===== src/rtl/keypad_frontend.sv =====
// ---------------------------------------------------------------------------
// keypad_frontend
//
// Front end for the digital lock's 4-key keypad. The raw key lines are
// synchronized and debounced, and presses of more than one key at a time are
// rejected. Each accepted press is delivered as a one-hot key word over a
// valid/ready handshake. This word feeds the lock's key encoder and PIN shift
// register. The key_valid rise acts as the per-press strobe.
//
// Parameters:
//   DEBOUNCE_CYCLES : stable synchronized cycles needed to accept a press or
//                     a release (>= 2)
//   REPEAT_CYCLES   : held cycles between auto-repeat events (repeat build only)
//   CNT_W           : width of the debounce and repeat counters
//
// Ports:
//   clk           in   clock
//   reset         in   asynchronous, active-high reset
//   raw_keys      in   [3:0] raw key lines, asynchronous, active-high
//   key_onehot    out  [3:0] pending key, one-hot; 0 when nothing is pending
//   key_valid     out  key_onehot holds a pending key
//   key_ready     in   consumer accepts the pending key
//   multi_key_err out  one-cycle pulse: stable multi-key pattern rejected
//   overrun       out  one-cycle pulse: key event dropped, key still pending
//   key_held      out  an accepted key is currently held down
//
// Optional feature:
//   KEYPAD_REPEAT_EN : when defined, a key held in PRESSED raises a new key
//                      event every REPEAT_CYCLES cycles after the first one.
// ---------------------------------------------------------------------------
module keypad_frontend #(
  parameter int DEBOUNCE_CYCLES = 4,
  parameter int REPEAT_CYCLES   = 16,
  parameter int CNT_W           = 16
) (
  input  logic       clk,
  input  logic       reset,
  input  logic [3:0] raw_keys,
  output logic [3:0] key_onehot,
  output logic       key_valid,
  input  logic       key_ready,
  output logic       multi_key_err,
  output logic       overrun,
  output logic       key_held
);

  typedef enum logic [1:0] {
    IDLE,
    DEBOUNCE,
    PRESSED,
    RELEASE
  } state_e;

  // The counter holds the number of stable cycles already seen. The last
  // stable cycle is therefore recognised when the counter equals N-1.
  localparam logic [CNT_W-1:0] DEB_LAST = CNT_W'(DEBOUNCE_CYCLES - 1);

  // This block is elaborated only for an illegal parameter set. It makes the
  // bad configuration visible in the elaborated hierarchy.
  if (DEBOUNCE_CYCLES < 2 || REPEAT_CYCLES < 1 || CNT_W < 2) begin : gParamRangeViolation
  end

  state_e           state_q, state_d;
  logic [CNT_W-1:0] cnt_q, cnt_d;
  logic [3:0]       cand_q, cand_d;
  logic [3:0]       keySync1_q, keyS_q;
  logic [3:0]       keyOnehot_q, keyOnehot_d;
  logic             keyValid_q, keyValid_d;
  logic             multiErr_q, multiErr_d;
  logic             overrun_q, overrun_d;
  logic             keyHeld_q, keyHeld_d;
  logic             keyEvent;
  logic             candOneHot;

`ifdef KEYPAD_REPEAT_EN
  localparam logic [CNT_W-1:0] REP_LAST = CNT_W'(REPEAT_CYCLES - 1);
  logic [CNT_W-1:0] rep_q, rep_d;
`endif

  // The raw key lines are asynchronous. Only keyS_q, the output of the
  // second flop, is safe for the FSM to look at.
  always_ff @(posedge clk or posedge reset) begin
    if (reset) begin
      keySync1_q <= 4'd0;
      keyS_q     <= 4'd0;
    end else begin
      keySync1_q <= raw_keys;
      keyS_q     <= keySync1_q;
    end
  end

  // A candidate is acceptable only when exactly one bit is set.
  assign candOneHot = (cand_q != 4'd0) && ((cand_q & (cand_q - 4'd1)) == 4'd0);

  // Debounce FSM. It decides when a stable press becomes a key event or a
  // multi-key rejection. It also waits for a full release before arming again.
  always_comb begin
    state_d    = state_q;
    cnt_d      = cnt_q;
    cand_d     = cand_q;
    keyEvent   = 1'b0;
    multiErr_d = 1'b0;
`ifdef KEYPAD_REPEAT_EN
    rep_d      = rep_q;
`endif
    case (state_q)
      IDLE: begin
        if (keyS_q != 4'd0) begin
          cand_d  = keyS_q;
          cnt_d   = CNT_W'(1);
          state_d = DEBOUNCE;
        end
      end
      DEBOUNCE: begin
        if (keyS_q != cand_q) begin
          cnt_d   = '0;
          state_d = IDLE;
        end else if (cnt_q == DEB_LAST) begin
          cnt_d = '0;
          if (candOneHot) begin
            keyEvent = 1'b1;
            state_d  = PRESSED;
          end else begin
            multiErr_d = 1'b1;
            state_d    = RELEASE;
          end
        end else begin
          cnt_d = cnt_q + CNT_W'(1);
        end
      end
      PRESSED: begin
        if (keyS_q == 4'd0) begin
          // This cycle already counts as the first released cycle.
          cnt_d   = CNT_W'(1);
          state_d = RELEASE;
        end
`ifdef KEYPAD_REPEAT_EN
        else if (keyS_q == cand_q) begin
          if (rep_q == REP_LAST) begin
            keyEvent = 1'b1;
            rep_d    = '0;
          end else begin
            rep_d = rep_q + CNT_W'(1);
          end
        end
`endif
      end
      RELEASE: begin
        if (keyS_q != 4'd0) begin
          cnt_d = '0;
        end else if (cnt_q == DEB_LAST) begin
          cnt_d   = '0;
          state_d = IDLE;
        end else begin
          cnt_d = cnt_q + CNT_W'(1);
        end
      end
      default: begin
        cnt_d   = '0;
        state_d = IDLE;
      end
    endcase
`ifdef KEYPAD_REPEAT_EN
    if (state_d != PRESSED) begin
      rep_d = '0;
    end
`endif
  end

  // Output handshake. A key event that arrives on the same edge as an
  // acceptance replaces the consumed key. A key event that arrives while a
  // key is still pending is dropped and flagged.
  always_comb begin
    keyOnehot_d = keyOnehot_q;
    keyValid_d  = keyValid_q;
    overrun_d   = 1'b0;
    if (keyEvent) begin
      if (!keyValid_q || key_ready) begin
        keyOnehot_d = cand_q;
        keyValid_d  = 1'b1;
      end else begin
        overrun_d = 1'b1;
      end
    end else if (keyValid_q && key_ready) begin
      keyOnehot_d = 4'd0;
      keyValid_d  = 1'b0;
    end
    keyHeld_d = (state_d == PRESSED);
  end

  // State and output registers. Every output comes directly from a flop.
  always_ff @(posedge clk or posedge reset) begin
    if (reset) begin
      state_q     <= IDLE;
      cnt_q       <= '0;
      cand_q      <= 4'd0;
      keyOnehot_q <= 4'd0;
      keyValid_q  <= 1'b0;
      multiErr_q  <= 1'b0;
      overrun_q   <= 1'b0;
      keyHeld_q   <= 1'b0;
    end else begin
      state_q     <= state_d;
      cnt_q       <= cnt_d;
      cand_q      <= cand_d;
      keyOnehot_q <= keyOnehot_d;
      keyValid_q  <= keyValid_d;
      multiErr_q  <= multiErr_d;
      overrun_q   <= overrun_d;
      keyHeld_q   <= keyHeld_d;
    end
  end

`ifdef KEYPAD_REPEAT_EN
  // The repeat counter is cleared whenever the FSM leaves PRESSED.
  always_ff @(posedge clk or posedge reset) begin
    if (reset) begin
      rep_q <= '0;
    end else begin
      rep_q <= rep_d;
    end
  end
`endif

  assign key_onehot    = keyOnehot_q;
  assign key_valid     = keyValid_q;
  assign multi_key_err = multiErr_q;
  assign overrun       = overrun_q;
  assign key_held      = keyHeld_q;

endmodule


===== config.mk =====
export PLATFORM = sky130hd
export DESIGN_NAME = keypad_frontend
export DESIGN_NICKNAME = d
export VERILOG_FILES = /design/src/rtl/keypad_frontend.sv
export SDC_FILE = /design/constraint.sdc
export NUM_CORES = 1
export LEC_CHECK = 0
export ABC_AREA = 1
export CAP_MARGIN = 20
export CORE_ASPECT_RATIO = 0.8
export CORE_MARGIN = 5
export CORE_UTILIZATION = 63
export DETAILED_ROUTE_END_ITERATION = 16
export HOLD_SLACK_MARGIN = 0.05
export PLACE_DENSITY_LB_ADDON = 0.15
export SYNTH_ARGS = -nofsm -noshare
export SYNTH_HDL_FRONTEND = slang
export SYNTH_SLANG_ARGS = --single-unit

===== constraint.sdc =====
create_clock -name clk -period 4.3 [get_ports clk]
set_clock_uncertainty 0.05 [all_clocks]
set_input_delay 0.645 -clock clk [delete_from_list [all_inputs] [get_ports clk]]
set_output_delay 0.645 -clock clk [all_outputs]
set_load 0.005 [all_outputs]

# == Yosys cells after proc, flatten, opt, wreduce, memory -nomap -nowiden ==
# Cells that the tools add are included.
# classes
add_sub_neg,2
n_eq_ne,9
mux,30
n_bitwise,1
reduce_logical,13
# ops
cell,count
$mux 16,5
$pmux 16 s4,1
$add 16x1->16 const B,1
$eq 16x2->1 const B,1
$mux 1,14
$mux 2,6
$mux 4,3
$logic_not 4->1,2
$pmux 2 s4,1
$reduce_bool 4->1,2
$eq 2x2->1 const B,3
$reduce_and 2->1,3
$and 4x4->4,1
$ne 2x2->1 const B,2
$ne 4x4->1,1
$sub 4x1->4 const B,1
$eq 2x1->1 const B,1
$logic_and 1x1->1,2
$logic_not 2->1,1
$ne 2x1->1 const B,1
$reduce_bool 2->1,1
$logic_not 1->1,1
$logic_or 1x1->1,1
# word_totals
ff_bits,38
input_bits,7
word_cells,65

# == Logic depth before layout (Yosys ltp) ==
# depth
ltp_word,10
depth_mapped,10
depth_no_buf,10

# == Worst setup path after synthesis ==
# Ideal clock, no wire load.
# synth_timing
path_kind,flip-flop to flip-flop
start,reg cnt_q[0]
end,"reg keyHeld_q, in the netlist key_held"
setup_ps,118
arrival_time_ps,1341
setup_slack_ps,2792
stages_incl_launch_ff,11
synth_period_minus_slack_ps,1508
path_cell_list,dfrtp_1 ha_1 inv_2 nor2_2 nand2_2 nor2_4 nand3_2 nand2_1 nand2_1 nor2_2 nor2_2
# synth_via
elab_chain_cells,5
word_cells_on_any_way,7
# synth_lines
element,line_no,text
from (decl),64,"logic [CNT_W-1:0] cnt_q, cnt_d;"
from (signal assigned),204,cnt_q <= cnt_d;
$eq 16x2->1 *,"118, 151",
$mux 2 (on tied branches),"151, 118",
$mux 2 (on tied branches),"149, 115",
$pmux 2 s4 *,106,case (state_q)
$eq 2x2->1 *,188,keyHeld_d = (state_d == PRESSED);
via keyHeld_d,71,"logic keyHeld_q, keyHeld_d;"
to (signal assigned),210,keyHeld_q <= keyHeld_d;
to (decl),71,
# The timed path passes the listed nets; every way through them passes the cells marked *.
# A chain may end at the register's enable or synchronous reset.

# == Worst setup path in the final report ==
# layout_timing
start,"reg keyValid_q, in the netlist key_valid"
end,out key_valid
# layout_lines
element,line_no,text
from (decl),68,"logic keyValid_q, keyValid_d;"
from (signal assigned),207,keyValid_q <= keyValid_d;
to (decl),40,"output logic key_valid,"
# No word-level cell between the ends.

==> reports/results.ini <==
[routing]
postRouteAntennaNets = 0
routedWlPerCell_um = 14.1
drt_first_pass_iters = 4
wl_mm = 5.32
viasPerCell = 5.60
drt_iter0_drc = 213
vias = 2105
drc = 0

[final_layout]
synthToLayoutAreaGrowth_pct = 10.6
drive_gt1_share_pct = 14.1
nets = 341
antennaDiodeCount = 0

[sta]
slew_headroom_pct = 66.6
post-route-period-util_pct = 44.0
grt_setup_unrepaired = false
min_period_ns = 1.89
fin_tns_setup_ns = 0
fin_ws_ns = 2.41
finalMaxSlewViolations = 0
tightest_slew_ns = 0.501
hold_viol_final = 0
max_freq_mhz = 529
setup_viol = 0

[power]
p_per_area_nw_per_um2 = 396
power.leakage_nw = 1.23
peakVddDrop_v = 0.000346

[clocking]
cts_resized = 0
htreeDepth = 2
cts_buffers = 5
cts-root-buf = clkbuf_8
clock_sinks = 38
cts_setup_buffers = 0
cts.reportedPaths.clkPinSlew_ns = 0.07
hold_buffers = 0
worstSkewPairLatency_ns = 0.30
cts_tree = yes
clk_path_buf_depth = 2

[logic_synthesis]
syn_area_um2 = 2360
yosysWarnings = 0
synth_fp_nets = 328
ys_types = 32
seq_area_frac_synth_pct = 40.4
synth_top_area_cell = dfrtp_1
synth_area_leaders = dfrtp_1, nand2_1, nand3_1
synthArstFlopShare_pct = 100
synth_edf_count = 0
synthTopCellsByCount = nand2_1, dfrtp_1, nand3_1
synth_top_cell_area_share_pct = 40.4
synth-seq-cells = 38
yosys.cell_count.top_type = nand2_1
synth_flop_cell = dfrtp_1
syn_avg_cell_area_um2 = 7.36
syn_inst = 320

[hold_path]
hold_path.class = reg2reg

[worst_setup_path]
crit_buf_inv = 1
worst_setup_path_start_kind = register
worstPathRequired_ns = 3.61
worstPathArrival_ns = 1.20
rrSetupSlack_ns = 2.47
end_kind = output port
crit_family = buffers and inverters
cp_max_fo = 3
cp_cell_sequence = clkdlybuf4s50_1
max_stage_delay_ns = 0.52
slowest_stage = clkdlybuf4s50_1
critical_path_class = reg2out

[floorplan]
num_rows = 19
start_util_pct = 67.0
core_area_um2 = 3520
dieWidth_um = 78.4
boundaryPins = 15
die-area_um2 = 5070
die_y_um = 64.7

[outcome]
status = completed

[global_route]
grt_start_max_net_pins = 39
grt-ovfl-total = 0
grt_pass1_wl_mm = 8.98
grt_pass1_vias = 1856
grt_use_total_pct = 23.0
grt_antenna_before_repair = 0

[placement]
port_buffers = 14
dp_worst_setup_slack_ns = 2.46
place_hpwl_mm = 3.91
gp_congestion = 0.949

[job]
cap_violations = 0

## sequential cells by signal (all words and copies together), names as in the netlist
signal / cells
keySync1_q: 4
cnt_q: 16
key_valid: 1
cand_q: 4
keyS_q: 4
multi_key_err: 1
key_onehot: 4
key_held: 1
overrun: 1
state_q: 2
## logic make-up after synthesis
kind of cell	count (synthesis)	share of synthesized area (%)
buffers and inverters	47	8.60
AO/OA/AOI/OAI	18	5.04
XOR/XNOR	8	2.97
adder cells (fa/ha/maj)	1	0.531
flip-flops	38	40.4
AND/OR/NAND/NOR	208	42.5
## final timing paths
kind | startpoint | to | cells past startpoint
setup / recovery | key_valid$_DFFE_PP0P_ | key_valid | 1
hold / removal | keySync1_q[0]$_DFF_PP0_ | keyS_q[0]$_DFF_PP0_ | 0
setup reg to reg | state_q[1]$_DFF_PP0_ | key_held$_DFF_PP0_ | 10
hold reg to reg | keySync1_q[0]$_DFF_PP0_ | keyS_q[0]$_DFF_PP0_ | 0
max in group asynchronous | reset | overrun$_DFF_PP0_ | 3
min in group asynchronous | reset | cnt_q[6]$_DFFE_PP0P_ | 3
## layout make-up
type / instances / area, um2
fill: 278 / 913
sequential: 38 / 951
clock buffer: 5 / 68.8
clock inverter: 3 / 40.0
multi-input combinational: 235 / 1200
inverter: 38 / 143
timing repair buffer: 15 / 148
tap: 42 / 52.6
## metrics by stage
step	hold WS (ns)	total power, mW	std cells	utilization [%]	area (um2)
finish	0.303	1.03	376	74.0	2610
global route	0.316	1.09	376	74.0	2610
CTS	0.303	1.03	376	74.0	2610
detailed placement	0.286	0.732	368	70.9	2500
global placement	0.283	0.727	368	70.9	2500
floorplan	0.281	0.665	320	-	2360
## routing by layer
| layer | part of all wire, % | global-route usage [%] | vias up |
|---|---|---|---|
| li1 | - | - | 1050 |
| met4 | 1.4 | 8.73 | 0 |
| met5 | 0 | 0 | - |
| met3 | 8.4 | 4.29 | 10 |
| met2 | 41 | 33.2 | 91 |
| met1 | 49 | 34.2 | 954 |
## worst reg2reg max path, delay by kind of cell, from the launching register on
kind	cells	cell delay, ns
DFF	1	0.40
and+or+nand+nor	8	0.73
buffers and inverters	2	0.55
## where the power goes
group	switching (mW)	internal [mW]	total [mW]	leakage, nW
Sequential	0.0526	0.395	0.447	0.501
Combinational	0.197	0.0852	0.283	0.673
Clock	0.131	0.171	0.301	0.0579
Total	0.381	0.650	1.03	1.23
## layout by cell type (no fill, tap or decap), types with 3 or more instances in the layout
master,n
nand3_1,38
inv_1,27
inv_2,9
o21ai_0,6
nand3_2,5
clkdlybuf4s50_1,14
nand4_1,14
nor2_4,7
nand2_1,96
dfrtp_1,38
xnor2_1,3
nand2_2,7
clkbuf_8,5
nor2_1,28
xor2_1,5
nor2_2,7
o211ai_1,4
o21ai_1,3
Note: power is estimated with default switching activity, not from simulation.
